**config.mk**
```make
export PLATFORM = sky130hd
export DESIGN_NAME = cache_mem_arbiter_flat
export DESIGN_NICKNAME = d
export VERILOG_FILES = /design/src/rtl/cache_pkg.sv /design/src/rtl/cache_mem_arbiter_if.sv /design/src/rtl/arb_prio_starve.sv /design/src/rtl/cache_mem_arbiter.sv /design/src/flat_wrapper.sv
export SDC_FILE = /design/constraint.sdc
export NUM_CORES = 1
export LEC_CHECK = 0
export BUFFER_PORTS_ARGS = -buffer_cell sky130_fd_sc_hd__clkbuf_2
export CAP_MARGIN = 20
export CORE_AREA = 2 2 118 120
export DETAILED_ROUTE_END_ITERATION = 8
export DIE_AREA = 0 0 120 122
export HOLD_SLACK_MARGIN = 0.05
export SYNTH_ARGS = -nofsm -noshare
export SYNTH_HDL_FRONTEND = slang
export SYNTH_SLANG_ARGS = --single-unit
```
**constraint.sdc**
```tcl
create_clock -name clk -period 1.95 [get_ports clk]
set_input_delay 0.2925 -clock clk [delete_from_list [all_inputs] [get_ports clk]]
set_output_delay 0.2925 -clock clk [all_outputs]
set_load 0.1 [all_outputs]
```
**src/rtl/cache_pkg.sv**
```systemverilog
// rtl/cache_pkg.sv - shared types and constants for the cache memory-port arbiter
package cache_pkg;

    typedef enum logic [1:0] {IDLE, ADDR, DATA} arb_state_t;
    typedef enum logic {OWN_D, OWN_I} arb_owner_t;

    localparam logic [1:0] SIZE_WORD = 2'b10;

endpackage

```
**src/rtl/cache_mem_arbiter_if.sv**
```systemverilog
// rtl/cache_mem_arbiter_if.sv - sram-like request/response port between a cache and the memory side
interface cache_mem_arbiter_if;

    logic        req;
    logic        wr;
    logic [1:0]  size;
    logic [31:0] addr;
    logic [31:0] wdata;
    logic [31:0] rdata;
    logic        addr_ok;
    logic        data_ok;

    modport master (output req, wr, size, addr, wdata, input rdata, addr_ok, data_ok);
    modport slave  (input req, wr, size, addr, wdata, output rdata, addr_ok, data_ok);

endinterface

```
**src/rtl/arb_prio_starve.sv**
```systemverilog
// rtl/arb_prio_starve.sv - data-first pick with a saturating counter that guarantees instruction progress
module arb_prio_starve #(
    parameter int STARVE_LIMIT = 4,
    parameter int CNT_W        = 3
) (
    input  logic clk,
    input  logic rst,
    input  logic arb_en,
    input  logic i_req,
    input  logic d_req,
    output logic grant_d,
    output logic grant_i
);

    localparam logic [CNT_W-1:0] LIMIT = CNT_W'(STARVE_LIMIT);

    logic [CNT_W-1:0] starve_cnt;
    logic             starved;

    always_comb begin
        starved = (starve_cnt == LIMIT);
        grant_d = arb_en && d_req && !(i_req && starved);
        grant_i = arb_en && i_req && !grant_d;
    end

    // Every grant leaves IDLE, so each grant is counted exactly once.
    always_ff @(posedge clk) begin
        if (rst) begin
            starve_cnt <= '0;
        end else if (grant_d && i_req) begin
            if (!starved) starve_cnt <= starve_cnt + 1'b1;
        end else if (grant_d || grant_i) begin
            starve_cnt <= '0;
        end
    end

endmodule

```
**src/rtl/cache_mem_arbiter.sv**
```systemverilog
// rtl/cache_mem_arbiter.sv - shares one memory port between icache and dcache, one transaction at a time
import cache_pkg::*;

module cache_mem_arbiter #(
    parameter int STARVE_LIMIT = 4,
    parameter int CNT_W        = 3
) (
    input  logic               clk,
    input  logic               rst,
    cache_mem_arbiter_if.slave  i_bus,
    cache_mem_arbiter_if.slave  d_bus,
    cache_mem_arbiter_if.master mem_bus
);

    arb_state_t state;
    arb_owner_t owner;

    logic grant_d, grant_i;
    logic idle, any_req, active, sel_i, accept, finish;

    arb_prio_starve #(
        .STARVE_LIMIT (STARVE_LIMIT),
        .CNT_W        (CNT_W)
    ) u_prio (
        .clk     (clk),
        .rst     (rst),
        .arb_en  (idle),
        .i_req   (i_bus.req),
        .d_req   (d_bus.req),
        .grant_d (grant_d),
        .grant_i (grant_i)
    );

    // In IDLE the fresh pick steers the port; afterwards the registered owner does.
    always_comb begin
        idle    = (state == IDLE);
        any_req = i_bus.req || d_bus.req;
        active  = (idle && any_req) || (state == ADDR);
        sel_i   = idle ? grant_i : (owner == OWN_I);
        accept  = active && mem_bus.addr_ok;
        finish  = mem_bus.data_ok && ((state == DATA) || accept);

        mem_bus.req   = active;
        mem_bus.wr    = active && !sel_i && d_bus.wr;
        mem_bus.size  = !active ? 2'b00 : (sel_i ? SIZE_WORD : d_bus.size);
        mem_bus.addr  = !active ? 32'h0 : (sel_i ? i_bus.addr : d_bus.addr);
        mem_bus.wdata = (active && !sel_i) ? d_bus.wdata : 32'h0;

        i_bus.addr_ok = accept && sel_i;
        d_bus.addr_ok = accept && !sel_i;
        i_bus.data_ok = finish && sel_i;
        d_bus.data_ok = finish && !sel_i;
        i_bus.rdata   = mem_bus.rdata;
        d_bus.rdata   = mem_bus.rdata;
    end

    always_ff @(posedge clk) begin
        if (rst) begin
            state <= IDLE;
            owner <= OWN_D;
        end else begin
            case (state)
                IDLE: if (any_req) begin
                    owner <= grant_i ? OWN_I : OWN_D;
                    state <= mem_bus.addr_ok ? (mem_bus.data_ok ? IDLE : DATA) : ADDR;
                end
                ADDR: if (mem_bus.addr_ok) state <= mem_bus.data_ok ? IDLE : DATA;
                DATA: if (mem_bus.data_ok) state <= IDLE;
                default: state <= IDLE;
            endcase
        end
    end

endmodule

```
**src/flat_wrapper.sv**
```systemverilog
// flat-port wrapper written by rule: the top's interface ports become plain ports
module cache_mem_arbiter_flat 
#(
    parameter int STARVE_LIMIT = 4,
    parameter int CNT_W        = 3
)
  (clk, rst, i_bus_req, i_bus_wr, i_bus_size, i_bus_addr, i_bus_wdata, i_bus_rdata, i_bus_addr_ok, i_bus_data_ok, d_bus_req, d_bus_wr, d_bus_size, d_bus_addr, d_bus_wdata, d_bus_rdata, d_bus_addr_ok, d_bus_data_ok, mem_bus_req, mem_bus_wr, mem_bus_size, mem_bus_addr, mem_bus_wdata, mem_bus_rdata, mem_bus_addr_ok, mem_bus_data_ok);
  cache_mem_arbiter_if i_bus_i ();
  cache_mem_arbiter_if d_bus_i ();
  cache_mem_arbiter_if mem_bus_i ();
  input  logic clk;
  input  logic rst;
  input wire logic [$bits(i_bus_i.req)-1:0] i_bus_req;
  input wire logic [$bits(i_bus_i.wr)-1:0] i_bus_wr;
  input wire logic [$bits(i_bus_i.size)-1:0] i_bus_size;
  input wire logic [$bits(i_bus_i.addr)-1:0] i_bus_addr;
  input wire logic [$bits(i_bus_i.wdata)-1:0] i_bus_wdata;
  output wire logic [$bits(i_bus_i.rdata)-1:0] i_bus_rdata;
  output wire logic [$bits(i_bus_i.addr_ok)-1:0] i_bus_addr_ok;
  output wire logic [$bits(i_bus_i.data_ok)-1:0] i_bus_data_ok;
  input wire logic [$bits(d_bus_i.req)-1:0] d_bus_req;
  input wire logic [$bits(d_bus_i.wr)-1:0] d_bus_wr;
  input wire logic [$bits(d_bus_i.size)-1:0] d_bus_size;
  input wire logic [$bits(d_bus_i.addr)-1:0] d_bus_addr;
  input wire logic [$bits(d_bus_i.wdata)-1:0] d_bus_wdata;
  output wire logic [$bits(d_bus_i.rdata)-1:0] d_bus_rdata;
  output wire logic [$bits(d_bus_i.addr_ok)-1:0] d_bus_addr_ok;
  output wire logic [$bits(d_bus_i.data_ok)-1:0] d_bus_data_ok;
  output wire logic [$bits(mem_bus_i.req)-1:0] mem_bus_req;
  output wire logic [$bits(mem_bus_i.wr)-1:0] mem_bus_wr;
  output wire logic [$bits(mem_bus_i.size)-1:0] mem_bus_size;
  output wire logic [$bits(mem_bus_i.addr)-1:0] mem_bus_addr;
  output wire logic [$bits(mem_bus_i.wdata)-1:0] mem_bus_wdata;
  input wire logic [$bits(mem_bus_i.rdata)-1:0] mem_bus_rdata;
  input wire logic [$bits(mem_bus_i.addr_ok)-1:0] mem_bus_addr_ok;
  input wire logic [$bits(mem_bus_i.data_ok)-1:0] mem_bus_data_ok;
  assign i_bus_i.req = i_bus_req;
  assign i_bus_i.wr = i_bus_wr;
  assign i_bus_i.size = i_bus_size;
  assign i_bus_i.addr = i_bus_addr;
  assign i_bus_i.wdata = i_bus_wdata;
  assign i_bus_rdata = i_bus_i.rdata;
  assign i_bus_addr_ok = i_bus_i.addr_ok;
  assign i_bus_data_ok = i_bus_i.data_ok;
  assign d_bus_i.req = d_bus_req;
  assign d_bus_i.wr = d_bus_wr;
  assign d_bus_i.size = d_bus_size;
  assign d_bus_i.addr = d_bus_addr;
  assign d_bus_i.wdata = d_bus_wdata;
  assign d_bus_rdata = d_bus_i.rdata;
  assign d_bus_addr_ok = d_bus_i.addr_ok;
  assign d_bus_data_ok = d_bus_i.data_ok;
  assign mem_bus_req = mem_bus_i.req;
  assign mem_bus_wr = mem_bus_i.wr;
  assign mem_bus_size = mem_bus_i.size;
  assign mem_bus_addr = mem_bus_i.addr;
  assign mem_bus_wdata = mem_bus_i.wdata;
  assign mem_bus_i.rdata = mem_bus_rdata;
  assign mem_bus_i.addr_ok = mem_bus_addr_ok;
  assign mem_bus_i.data_ok = mem_bus_data_ok;
  cache_mem_arbiter #(.STARVE_LIMIT(STARVE_LIMIT), .CNT_W(CNT_W)) u_core (.clk(clk), .rst(rst), .i_bus(i_bus_i), .d_bus(d_bus_i), .mem_bus(mem_bus_i));
endmodule
```
## Word-level counts from Yosys, hierarchy flattened

Index checks and enable logic that the tools add are counted.

- Flip-flop bits (word level): 6
- Latch bits: 0
- Memory bits (writable): 0
- ROM bits: 0
- Input bits: 172
- Output and inout bits: 136
- Memories: 0

- $add $sub $neg: 1
- Multipliers: 0
- Divide/modulo/power cells: 0
- Magnitude comparators: 0
- Eq/ne operators: 7
- Shift-type cells: 0
- Muxes and demuxes: 16
- Bitwise gates (word level): 0
- Reductions and logical operators: 27

Operators by type and width:

| operator | number |
|---|---|
| $mux W32 | 3 |
| $logic_and A1 B1 Y1 | 15 |
| $mux W2 | 7 |
| $mux W3 | 3 |
| $ne A2 B2 Y1 const B | 3 |
| $pmux W2 S3 | 1 |
| $logic_or A1 B1 Y1 | 4 |
| $reduce_and A2 Y1 | 2 |
| $add A3 B1 Y3 const B | 1 |
| $eq A3 B3 Y1 const B | 1 |
| $logic_not A1 Y1 | 3 |
| $reduce_and A3 Y1 | 1 |
| $eq A2 B1 Y1 const B | 1 |
| $eq A2 B2 Y1 const B | 1 |
| $logic_not A2 Y1 | 1 |
| $mux W1 | 2 |
| $ne A2 B1 Y1 const B | 1 |
| $reduce_bool A2 Y1 | 1 |

## Logic depth before layout (Yosys ltp)

Gate-level depths: netlist of run 1.

- Depth in word-level cells: 10
- Depth in mapped cells: 7

## Cells and area by module

Synthesis of run 1 repeated with hierarchy kept, for this count alone.

- Cell total of the unflattened synthesis: 273
- Area total of the unflattened synthesis: 2124.5 µm²

Modules (own cells, without submodules):

| module | instances | cells each | area each (µm²) | sequential area each (µm²) |
|---|---|---|---|---|
| cache_mem_arbiter | 1 | 249 | 1938.1 | 60.1 |
| arb_prio_starve | 1 | 24 | 186.4 | 60.1 |

## Worst setup path before layout of run 1

OpenSTA, ideal clock, no wires.

- Path kind: register -> output
- From: register u_core.u_prio.starve_cnt[0]
- To: output port i_bus_addr_ok
- Arrival time: 3.231 ns
- Path slack: -1.573 ns
- Stages on the path, launching flop included: 8
- Path buffers: 2
- Path through: dfxtp_1 > inv_1 > ha_1 > a21boi_2 > o31a_1 > buf_6 > buf_6 > nor3_1

- Word-level cells in the longest chain between the ends: 8

Ends and longest elaborated chain:

| what | line | text |
|---|---|---|
| start, declared | arb_prio_starve.sv:17 | `logic [CNT_W-1:0] starve_cnt;` |
| start signal, assigned | arb_prio_starve.sv:31 | `if (!starved) starve_cnt <= starve_cnt + 1'b1;` |
| $eq A3 B3 Y1 | arb_prio_starve.sv:21 | `starved = (starve_cnt == LIMIT);` |
| $logic_and A1 B1 Y1 | arb_prio_starve.sv:22 | `grant_d = arb_en && d_req && !(i_req && starved);` |
| $logic_not A1 Y1 | arb_prio_starve.sv:22 |  |
| $logic_and A1 B1 Y1 | arb_prio_starve.sv:22 |  |
| $logic_not A1 Y1 | arb_prio_starve.sv:23 | `grant_i = arb_en && i_req && !grant_d;` |
| $logic_and A1 B1 Y1 | arb_prio_starve.sv:23 |  |
| $mux W1 | cache_mem_arbiter.sv:39 | `sel_i = idle ? grant_i : (owner == OWN_I);` |
| $logic_and A1 B1 Y1 | cache_mem_arbiter.sv:49 | `i_bus.addr_ok = accept && sel_i;` |
| end, declared | flat_wrapper.sv:19 | `output wire logic [$bits(i_bus_i.addr_ok)-1:0] i_bus_addr_ok;` |

Every way passes these cells.

## Final worst setup path of run 1

- From: register u_core.state[0]
- To: output port mem_bus_wdata[29]

- Word-level cells in the longest chain between the ends: 9

Ends and longest elaborated chain:

| what | line | text |
|---|---|---|
| start, declared | cache_mem_arbiter.sv:15 | `arb_state_t state;` |
| start signal, assigned | cache_mem_arbiter.sv:65 | `state <= mem_bus.addr_ok ? (mem_bus.data_ok ? IDLE : DATA) : ADDR;` |
| start signal, assigned | cache_mem_arbiter.sv:67 | `ADDR: if (mem_bus.addr_ok) state <= mem_bus.data_ok ? IDLE : DATA;` |
| $logic_not A2 Y1 | cache_mem_arbiter.sv:36 | `idle = (state == IDLE);` |
| $logic_and A1 B1 Y1 (2 in a row) | arb_prio_starve.sv:22 |  |
| $logic_not A1 Y1 | arb_prio_starve.sv:23 |  |
| $logic_and A1 B1 Y1 | arb_prio_starve.sv:23 |  |
| $mux W1 | cache_mem_arbiter.sv:39 |  |
| $logic_not A1 Y1 | cache_mem_arbiter.sv:47 | `mem_bus.wdata = (active && !sel_i) ? d_bus.wdata : 32'h0;` |
| $logic_and A1 B1 Y1 (*) | cache_mem_arbiter.sv:47 |  |
| $mux W32 (*) | cache_mem_arbiter.sv:47 |  |
| end, declared | flat_wrapper.sv:33 | `output wire logic [$bits(mem_bus_i.wdata)-1:0] mem_bus_wdata;` |

Mark *: on every way between the ends. The rest lies on a longest branch, timed or not.

==> impl_metrics.yaml, run 1 <==
global_routing:
  grt_max_degree: 57
  grt_first_pass_wirelength_mm: 13.2
  grt.total_usage_pct: 11.4
  grt_pass1_vias: 2441
  overflow: 0
  antenna_found_initial: 0
worst_hold_path:
  hp-class: "primary input to flip-flop"
  hp-start: "mem_bus_data_ok"
  hold-path-cell-count: 2
  hold_end: "u_core.state[1]$_SDFFE_PP0P_"
pwr:
  vdd_drop_max_mv: 0.292
  power_w: 0.00321
  p_leak_nw: 2.09
  power_density_nw_per_um2: 689
worst_setup_path:
  critPathBufInv: 4
  crit_slowest_cell: "o31a_4"
  critPathMostFrequentCell: "buf_12"
  start_kind: "flip-flop"
  crit_family: "buffers and inverters"
  crit_arrival_ns: 1.93
  r2r-end: "u_core.state[1]$_SDFFE_PP0P_"
  cp-end-kind: "output pin"
  rrSetupSlack_ns: 0.47
  timing.rr.start: "u_core.state[0]$_SDFFE_PP0P_"
  worst-setup-path-type: "flip-flop to output pin"
  required_ns: 1.66
  worst-path-max-fanout: 8
  reg2reg_depth: 6
  slowest_delay_ns: 0.35
  path_cells: "or2_4 -> o31a_4 -> buf_12 -> buf_8 -> buf_4 -> and3_4 -> buf_12"
clock_network:
  numCtsBuffers: 3
  clkSinkCount: 6
  clock_tree.root_cell: "clkbuf_16"
  clock_latency_ns: 0.23
  cts.clk_slew.worst_paths_ns: 0.03
  cts_max_path_buffers: 2
  cts_tree: "built"
  h-tree-depth: 1
status:
  outcome: "complete, but fails checks"
  violations: "negative setup slack"
die:
  io_pins: 308
  fp.coreArea_um2: 13500
  die_h_um: 122
  rows: 43
  die_w_um: 120
  dieArea_um2: 14600
  initial_core_util_pct: 13.9
sta:
  clock.fmax_mhz: 449
  period_share_pct: 114
  fin_crit_ns: 2.23
  skew_ns: 0.000252
  drv_slew: 0
  finalHoldViolations: 0
  layout_setup_ws_ns: -0.276
  setup_viol: 71
  rsz0062_at_grt: "true"
  tightestPinTransition_ns: 0.271
  slew_headroom_pct: 81.9
route:
  vias_per_cell: 4.22
  drt-initial-drc-count: 49
  wire_per_inst_um: 16.3
  vias: 2407
  wl_mm: 9.33
  postRouteAntennaNets: 0
  dr.pass1.iters: 4
  drc: 0
synthesis:
  ys_warn_count: 0
  ys_seq_area_share_pct: 6.42
  synthDistinctLibCells: 30
  synth_largest_area_cell: "buf_4"
  synth-seq-cells: 6
  synth_area_um2: 1870
  synth_area_leaders: "buf_4 26%, mux2i_1 17%, nand3_1 17%, and3_1 12%, dfxtp_1 6.4%"
  synth_top_area_share_pct: 25.7
  avgSynthCellArea_um2: 7.06
  syn-num-nets: 439
  netlist_instances: 265
final_layout:
  utilization_pct: 34.5
  fill_cells: 1328
  syn_to_final_growth_pct: 149
  antenna-diode-count: 0
  layout-drive-gt1-share_pct: 79.3
  final_nets: 567
place:
  gp_congestion: 0.837
  io_buffers: 176
  hpwl_mm: 7.44
job:
  maxCapViolations: 0
## cells in the final DEF, fill, tap and decap left out, types with 3 or more instances in the layout
master       n
inv_2        3
and3_4      34
buf_16       3
nand3_1     55
mux2i_4     32
nand3_2      9
buf_4       20
buf_6        4
clkbuf_2   104
clkbuf_16    4
nor3_1       3
buf_12      79
dfxtp_2      4
o21ai_0      3
## how the worst max path moves through the flow
stage | start | to | depth (start not counted)
after floorplan | u_core.state[1]$_SDFFE_PP0P_ | i_bus_data_ok | 5
after global placement | u_core.u_prio.starve_cnt[0]$_SDFFE_PP0P_ | mem_bus_addr[31] | 7
after detailed placement | u_core.u_prio.starve_cnt[0]$_SDFFE_PP0P_ | mem_bus_addr[31] | 7
after CTS | u_core.u_prio.starve_cnt[0]$_SDFFE_PP0P_ | mem_bus_wdata[29] | 9
after global routing | u_core.u_prio.starve_cnt[0]$_SDFFE_PP0P_ | mem_bus_addr[31] | 8
final | u_core.state[0]$_SDFFE_PP0P_ | mem_bus_wdata[29] | 7
## logic make-up after synthesis
kind of cell	synth area share, %
compound gates	4.08
fa+ha+maj	1.34
buf+inv	35.5
flops	6.42
mux	17.1
simple gates	35.6
## final cells by class
type,count,area (um^2),area share [%]
Timing Repair Buffer,213,2430,52.2
Multi-Input combinational cell,164,1780,38.2
Tap cell,180,225,4.83
Sequential cell,6,125,2.68
Clock buffer,3,75.1,1.61
Inverter,5,18.8,0.403
## flip-flops by register name (all words and copies together) (netlist names)
register,flops
u_core.owner,1
u_core.u_prio.starve_cnt,3
u_core.state,2
## what timing repair did
| action | 4_1_cts | 5_1_grt |
|---|---|---|
| setup endpoints to repair | 72 | 71 |
| gates resized for setup | 29 | 4 |
| cloned | 2 | 1 |
| hold endpoints to repair | 0 | 0 |
| pin swaps | 19 | 2 |
| buffers inserted | 7 | 0 |
| hold buffers | 0 | 0 |
## Yosys cell counts
| cell | count |
|---|---|
| buf_2 | 5 |
| a31oi_1 | 3 |
| and3_1 | 35 |
| or3_1 | 1 |
| inv_1 | 5 |
| buf_1 | 9 |
| nor3b_1 | 1 |
| dfxtp_1 | 6 |
| nand2_1 | 1 |
| o21ai_0 | 4 |
| nor3b_2 | 1 |
| nor3_1 | 4 |
| and2_1 | 1 |
| a21oi_1 | 2 |
| nor2b_1 | 2 |
| mux2i_1 | 32 |
| nor2_1 | 2 |
| or3_4 | 1 |
| buf_6 | 8 |
| a21boi_2 | 1 |
| o31a_1 | 1 |
| nand4_1 | 2 |
| a21boi_1 | 1 |
| ha_1 | 2 |
| or2_4 | 1 |
| nand4b_1 | 1 |
| clkbuf_1 | 4 |
| buf_4 | 64 |
| nand3_1 | 64 |
| and3b_1 | 1 |
## where the power goes
group | switching (W) | internal (W)
Clock | 0.0000722 | 0.000263
Sequential | 0.00000425 | 0.000130
Combinational | 0.00166 | 0.00108
Total | 0.00173 | 0.00148
## per-layer routing
metal	global-route usage, %	share of wire [%]
met1	11.2	33
met2	23.6	56
met3	2.62	9.0
met4	2.79	1.9
met5	0	0
## stage by stage
step | hold WS [ns] | TNS, ns | area [um^2] | worst slack [ns] | std cells
global placement | 0.469 | -0.185 | 4330 | -0.0315 | 558
global route | 0.268 | -18.26 | 4660 | -0.314 | 571
CTS | 0.256 | -15.64 | 4630 | -0.277 | 570
detailed placement | 0.478 | -0.786 | 4330 | -0.0549 | 558
floorplan | 0.360 | -9.92 | 2510 | -0.338 | 265
finish | 0.254 | -15.37 | 4660 | -0.276 | 571
Note: power is estimated with default switching activity, not from simulation.
==> run 2, diff against run 1 <==
--- a/config.mk
+++ b/config.mk
@@ -11,6 +11,7 @@
 export DETAILED_ROUTE_END_ITERATION = 8
 export DIE_AREA = 0 0 120 122
 export HOLD_SLACK_MARGIN = 0.05
+export PLACE_DENSITY = 0.54
 export SYNTH_ARGS = -nofsm -noshare
 export SYNTH_HDL_FRONTEND = slang
 export SYNTH_SLANG_ARGS = --single-unit
==> impl_metrics.yaml, run 2 (synthesis gave the netlist of run 1 again) <==
die:
  dieArea_um2: 14600
  die_h_um: 122
  rows: 43
  initial_core_util_pct: 13.9
  die_w_um: 120
  fp.coreArea_um2: 13500
  io_pins: 308
final_layout:
  largest_reg_flops: 3
  top_register: "u_core.u_prio.starve_cnt"
  antenna-diode-count: 0
  final_nets: 558
  mostFrequentLayoutCell: "clkbuf_2"
  layout_common_cells: "104 x clkbuf_2, 79 x buf_12, 64 x nand3_1"
  syn_to_final_growth_pct: 143
  fill_cells: 1354
  reg_top3: "u_core.u_prio.starve_cnt x3, u_core.state x2, u_core.owner x1"
  final_cell_area_um2: 4550
  utilization_pct: 33.7
  layout-drive-gt1-share_pct: 75.9
job:
  maxCapViolations: 0
clock_network:
  h-tree-depth: 1
  clkSinkCount: 6
  numCtsBuffers: 3
  cts.clk_slew.worst_paths_ns: 0.03
  cts_tree: "built"
  clock_tree.root_cell: "clkbuf_16"
  cts_max_path_buffers: 2
  clock_latency_ns: 0.23
route:
  vias: 2370
  postRouteAntennaNets: 0
  vias_per_cell: 4.22
  wl_mm: 9.39
  drt-initial-drc-count: 78
  drc: 0
  wire_per_inst_um: 16.7
  dr.pass1.iters: 4
place:
  io_buffers: 176
  placed_area_um2: 4200
  hpwl_mm: 7.31
  gp_congestion: 0.682
worst_setup_path:
  start_kind: "flip-flop"
  cp-end-kind: "output pin"
  crit_arrival_ns: 1.94
  worst-path-max-fanout: 8
  crit_slowest_cell: "o31a_4"
  crit_family: "buffers and inverters"
  critPathMostFrequentCell: "buf_12"
  worst-setup-path-type: "flip-flop to output pin"
  slowest_delay_ns: 0.43
  path_cells: "or2_4 -> o31a_4 -> buf_12 -> clkbuf_16 -> and3_4 -> buf_12"
  critPathBufInv: 3
  required_ns: 1.66
status:
  violations: "negative setup slack"
  outcome: "complete, but fails checks"
pwr:
  p_leak_nw: 2.03
  vdd_drop_max_mv: 0.230
  power_density_nw_per_um2: 698
global_routing:
  grt_max_degree: 43
  overflow: 0
  grt_first_pass_wirelength_mm: 13.2
  grt.total_usage_pct: 11.4
  grt_pass1_vias: 2395
  antenna_found_initial: 1
sta:
  tightestPinTransition_ns: 0.428
  fin_crit_ns: 2.23
  clock.fmax_mhz: 447
  finalHoldViolations: 0
  setup_viol: 71
  drv_slew: 0
  rsz0062_at_grt: "true"
  layout_setup_ws_ns: -0.285
  period_share_pct: 115
  skew_ns: 0.00112
  slew_headroom_pct: 71.5
worst_hold_path:
  hp-class: "primary input to flip-flop"
[run 2: cell count changes in the layout (fill, tap and decap cells not counted), moves of 3 or more]
cell	delta
buf_6	-3
nand3_1	+9
nand3_2	-9
buf_4	-7
[run 2: worst paths after layout]
kind	start	end	slack [ns]	depth (start not counted)
min reg2reg	u_core.owner$_SDFFE_PP0P_	u_core.owner$_SDFFE_PP0P_	0.49	2
min	mem_bus_data_ok	u_core.state[1]$_SDFFE_PP0P_	0.26	2
max	u_core.state[1]$_SDFFE_PP0P_	mem_bus_wdata[23]	-0.28	6
max reg2reg	u_core.state[0]$_SDFFE_PP0P_	u_core.state[0]$_SDFFE_PP0P_	0.57	4
[run 2: cell type report]
cell class	count	area, um^2	share of cell area [%]
repair buffers	204	2390	52.4
well taps	180	225	4.95
multi-input cells	164	1720	37.7
inverters	5	18.8	0.413
clock buffers	3	75.1	1.65
flip-flops and latches	6	128	2.81
[run 2: per-stage QoR]
step	power [W]	setup WS (ns)	instances	TNS, ns	hold slack [ns]
after global routing	0.00327	-0.325	562	-19.48	0.282
after floorplan	0.00248	-0.338	265	-9.92	0.360
final	0.00318	-0.285	562	-16.20	0.264
after detailed placement	0.00275	-0.164	546	-5.78	0.473
after global placement	0.00273	-0.124	546	-4.03	0.464
after CTS	0.00319	-0.301	559	-16.10	0.269
[run 2: per-layer routing]
metal,GRT usage [%],wire length [um],vias to the layer above
li1,-,-,1110
met5,0,13,-
met3,3.65,1010,25
met1,10.5,2870,1082
met2,23.5,5310,151
met4,3.38,186,2
[run 2: where the power goes]
part           switching, W  internal (W)  leakage (nW)
registers        0.00000490      0.000129        0.0509
clock network     0.0000699      0.000263        0.0370
logic               0.00164       0.00107          1.94
[run 2: timing repair]
action / CTS / global route
setup buffers: 4 / 5
pin swaps: 13 / 19
resized for setup: 14 / 9
hold buffers: 0 / 0
setup endpoints to repair: 71 / 71
cloned: 6 / 2
[run 2: worst register-to-register path, delay by kind of cell, from the launching register on]
family	cells	cell delay [ns]
DFF	1	0.33
and+or+nand+nor	3	0.75
buffers and inverters	1	0.17
==> run 3, diff against run 2 <==
--- a/config.mk
+++ b/config.mk
@@ -5,11 +5,12 @@
 export SDC_FILE = /design/constraint.sdc
 export NUM_CORES = 1
 export LEC_CHECK = 0
+export ABC_AREA = 1
 export BUFFER_PORTS_ARGS = -buffer_cell sky130_fd_sc_hd__clkbuf_2
 export CAP_MARGIN = 20
-export CORE_AREA = 2 2 118 120
+export CORE_AREA = 2 2 120 122
 export DETAILED_ROUTE_END_ITERATION = 8
-export DIE_AREA = 0 0 120 122
+export DIE_AREA = 0 0 122 124
 export HOLD_SLACK_MARGIN = 0.05
 export PLACE_DENSITY = 0.54
 export SYNTH_ARGS = -nofsm -noshare
==> impl_metrics.yaml, run 3 <==
final_layout:
  layout_common_cells: "104 x clkbuf_2, 79 x buf_12, 74 x inv_1"
  largest_reg_flops: 3
  reg_top3: "u_core.u_prio.starve_cnt x3, u_core.state x2, u_core.owner x1"
  top_register: "u_core.u_prio.starve_cnt"
  utilization_pct: 32.9
  syn_to_final_growth_pct: 126
  final_cell_area_um2: 4520
  final_nets: 673
  mostFrequentLayoutCell: "clkbuf_2"
  layout-drive-gt1-share_pct: 60.6
  antenna-diode-count: 0
  fin_cells: 677
pwr:
  p_leak_nw: 2.28
  power_w: 0.00429
  power_density_nw_per_um2: 949
  vdd_drop_max_mv: 0.322
synthesis:
  ys_seq_area_share_pct: 6.02
  synth_area_um2: 1990
  synth_area_leaders: "buf_4 26%, inv_1 14%, nor2_1 14%, nand2_1 10%, nand3_1 9.0%"
  syn-num-nets: 556
  avgSynthCellArea_um2: 5.22
  synth_common_cells: "77 x inv_1, 75 x nor2_1, 68 x buf_4"
  ys_warn_count: 0
  synth_edf_count: 0
  synth_largest_area_cell: "buf_4"
  synth_top_area_share_pct: 25.6
  synthDistinctLibCells: 21
  synthArstFlopShare_pct: 0
  ys.flop_type: "dfxtp_1"
  yosysMostFrequentCell: "inv_1"
  synth-seq-cells: 6
  netlist_instances: 382
route:
  drt-initial-drc-count: 33
  drc: 0
  wl_mm: 7.81
  vias_per_cell: 3.67
  dr.pass1.iters: 4
  wire_per_inst_um: 11.5
  vias: 2487
  postRouteAntennaNets: 0
place:
  gp_congestion: 0.693
  dp_cells: 668
  hpwl_mm: 6.55
  io_buffers: 176
  placed_area_um2: 4230
worst_setup_path:
  required_ns: 1.66
  rrSetupSlack_ns: 0.73
  cp-end-kind: "output pin"
  crit_arrival_ns: 1.75
  timing.rr.start: "u_core.state[1]$_SDFFE_PP0P_"
  cp-startpoint: "u_core.u_prio.starve_cnt[0]$_SDFFE_PP0P_"
  r2r-end: "u_core.u_prio.starve_cnt[0]$_SDFFE_PP0P_"
  worst-setup-path-type: "flip-flop to output pin"
  start_kind: "flip-flop"
  worst-path-max-fanout: 8
  reg2reg_depth: 7
  crit_path_end: "mem_bus_wr"
die:
  initial_core_util_pct: 14.5
  io_pins: 308
  die_w_um: 122
  fp.coreArea_um2: 13700
  dieArea_um2: 15100
  rows: 43
  die_h_um: 124
sta:
  period_share_pct: 105
  fin_crit_ns: 2.04
  clock.fmax_mhz: 490
  setup_viol: 67
  tightestPinTransition_ns: 0.298
  finalHoldViolations: 0
  slew_headroom_pct: 80.0
  layout_setup_ws_ns: -0.0900
  rsz0062_at_grt: "true"
  drv_slew: 0
  skew_ns: 0.00264
job:
  maxCapViolations: 0
clock_network:
  clock_latency_ns: 0.23
  clock_tree.root_cell: "clkbuf_16"
  h-tree-depth: 1
  cts.clk_slew.worst_paths_ns: 0.03
  cts_tree: "built"
  cts_max_path_buffers: 2
  clkSinkCount: 6
  cts_hold_buf: 0
  numCtsBuffers: 3
global_routing:
  grt.total_usage_pct: 9.74
  busiest_layer: "met2"
  grt_pass1_vias: 2432
  grtUsageMet3_pct: 2.84
  grt_first_pass_wirelength_mm: 12.1
  grt_use_met1_pct: 12.2
  grt_max_degree: 43
  met2_usage_pct: 16.8
  antenna_found_initial: 0
  overflow: 0
worst_hold_path:
  hp-class: "primary input to flip-flop"
status:
  outcome: "complete, but fails checks"
  violations: "negative setup slack"
[run 3: cell count changes in the layout (fill, tap and decap cells not counted), moves of 4 or more]
cell     change
inv_1       +72
mux2i_4     -32
a21oi_1     +25
buf_4        -4
nand3_1     -31
a21oi_2      +6
and3_4      -35
nand2_2      +9
nor2_4      +69
nand2_1     +42
[run 3: what timing repair did]
action,4_1_cts,5_1_grt
resized for setup,31,11
pin swaps,12,2
endpoints found under the setup margin,70,70
setup buffers,5,2
cloned,1,0
[run 3: power by group]
| group | switching (W) | internal, W |
|---|---|---|
| clock network | 0.0000687 | 0.000263 |
| logic | 0.00247 | 0.00134 |
| registers | 0.00000787 | 0.000135 |
| total | 0.00255 | 0.00173 |
[run 3: cell families (layout without fill, tap and decap cells)]
logic type | after synthesis | after routing | synth area share [%]
buf+inv | 163 | 278 | 46.3
fa+ha+maj | 2 | 2 | 1.25
compound gates | 39 | 39 | 9.91
simple gates | 172 | 172 | 36.5
flops | 6 | 6 | 6.02
[run 3: critical path, stage by stage, from the launching register on]
cell and delay, ns:
dfxtp_2 0.32, inv_2 0.05, ha_4 0.14, nand3_2 0.07
nand3_2 0.09, nand2_4 0.11, nand2_4 0.07, inv_4 0.08
nand2_8 0.09, buf_12 0.17, nor2_4 0.13, buf_12 0.18
[run 3: final cells by class]
cell class	count	area, um^2
Fill cell	1457	9200
Tap cell	180	225
Inverter	79	303
Multi-Input combinational cell	213	1560
Timing Repair Buffer	196	2230
Sequential cell	6	123
Clock buffer	3	75.1
[run 3: stage by stage]
stage                     hold slack [ns]  TNS [ns]  worst slack [ns]
after CTS                           0.277     -3.73            -0.104
final                               0.285     -2.96           -0.0900
after detailed placement            0.473    -0.252           -0.0535
after global placement              0.471         0          0.000656
after global routing                0.293    -10.55            -0.197
after floorplan                     0.365     -3.82            -0.213
[run 3: metal layers]
layer  vias up  wire, um
met2       102      4060
met4         0        40
li1       1298         -
met5         -         0
met1      1080      3000
met3         7       712
[run 3: worst min-delay path by stage]
stage	start	slack (ns)	to	cells after the start
after floorplan	rst	0.36	u_core.owner$_SDFFE_PP0P_	1
after global placement	u_core.u_prio.starve_cnt[0]$_SDFFE_PP0P_	0.47	u_core.u_prio.starve_cnt[0]$_SDFFE_PP0P_	2
after detailed placement	u_core.u_prio.starve_cnt[0]$_SDFFE_PP0P_	0.47	u_core.u_prio.starve_cnt[0]$_SDFFE_PP0P_	2
after CTS	rst	0.28	u_core.owner$_SDFFE_PP0P_	2
after global routing	rst	0.29	u_core.owner$_SDFFE_PP0P_	2
final	rst	0.29	u_core.owner$_SDFFE_PP0P_	2
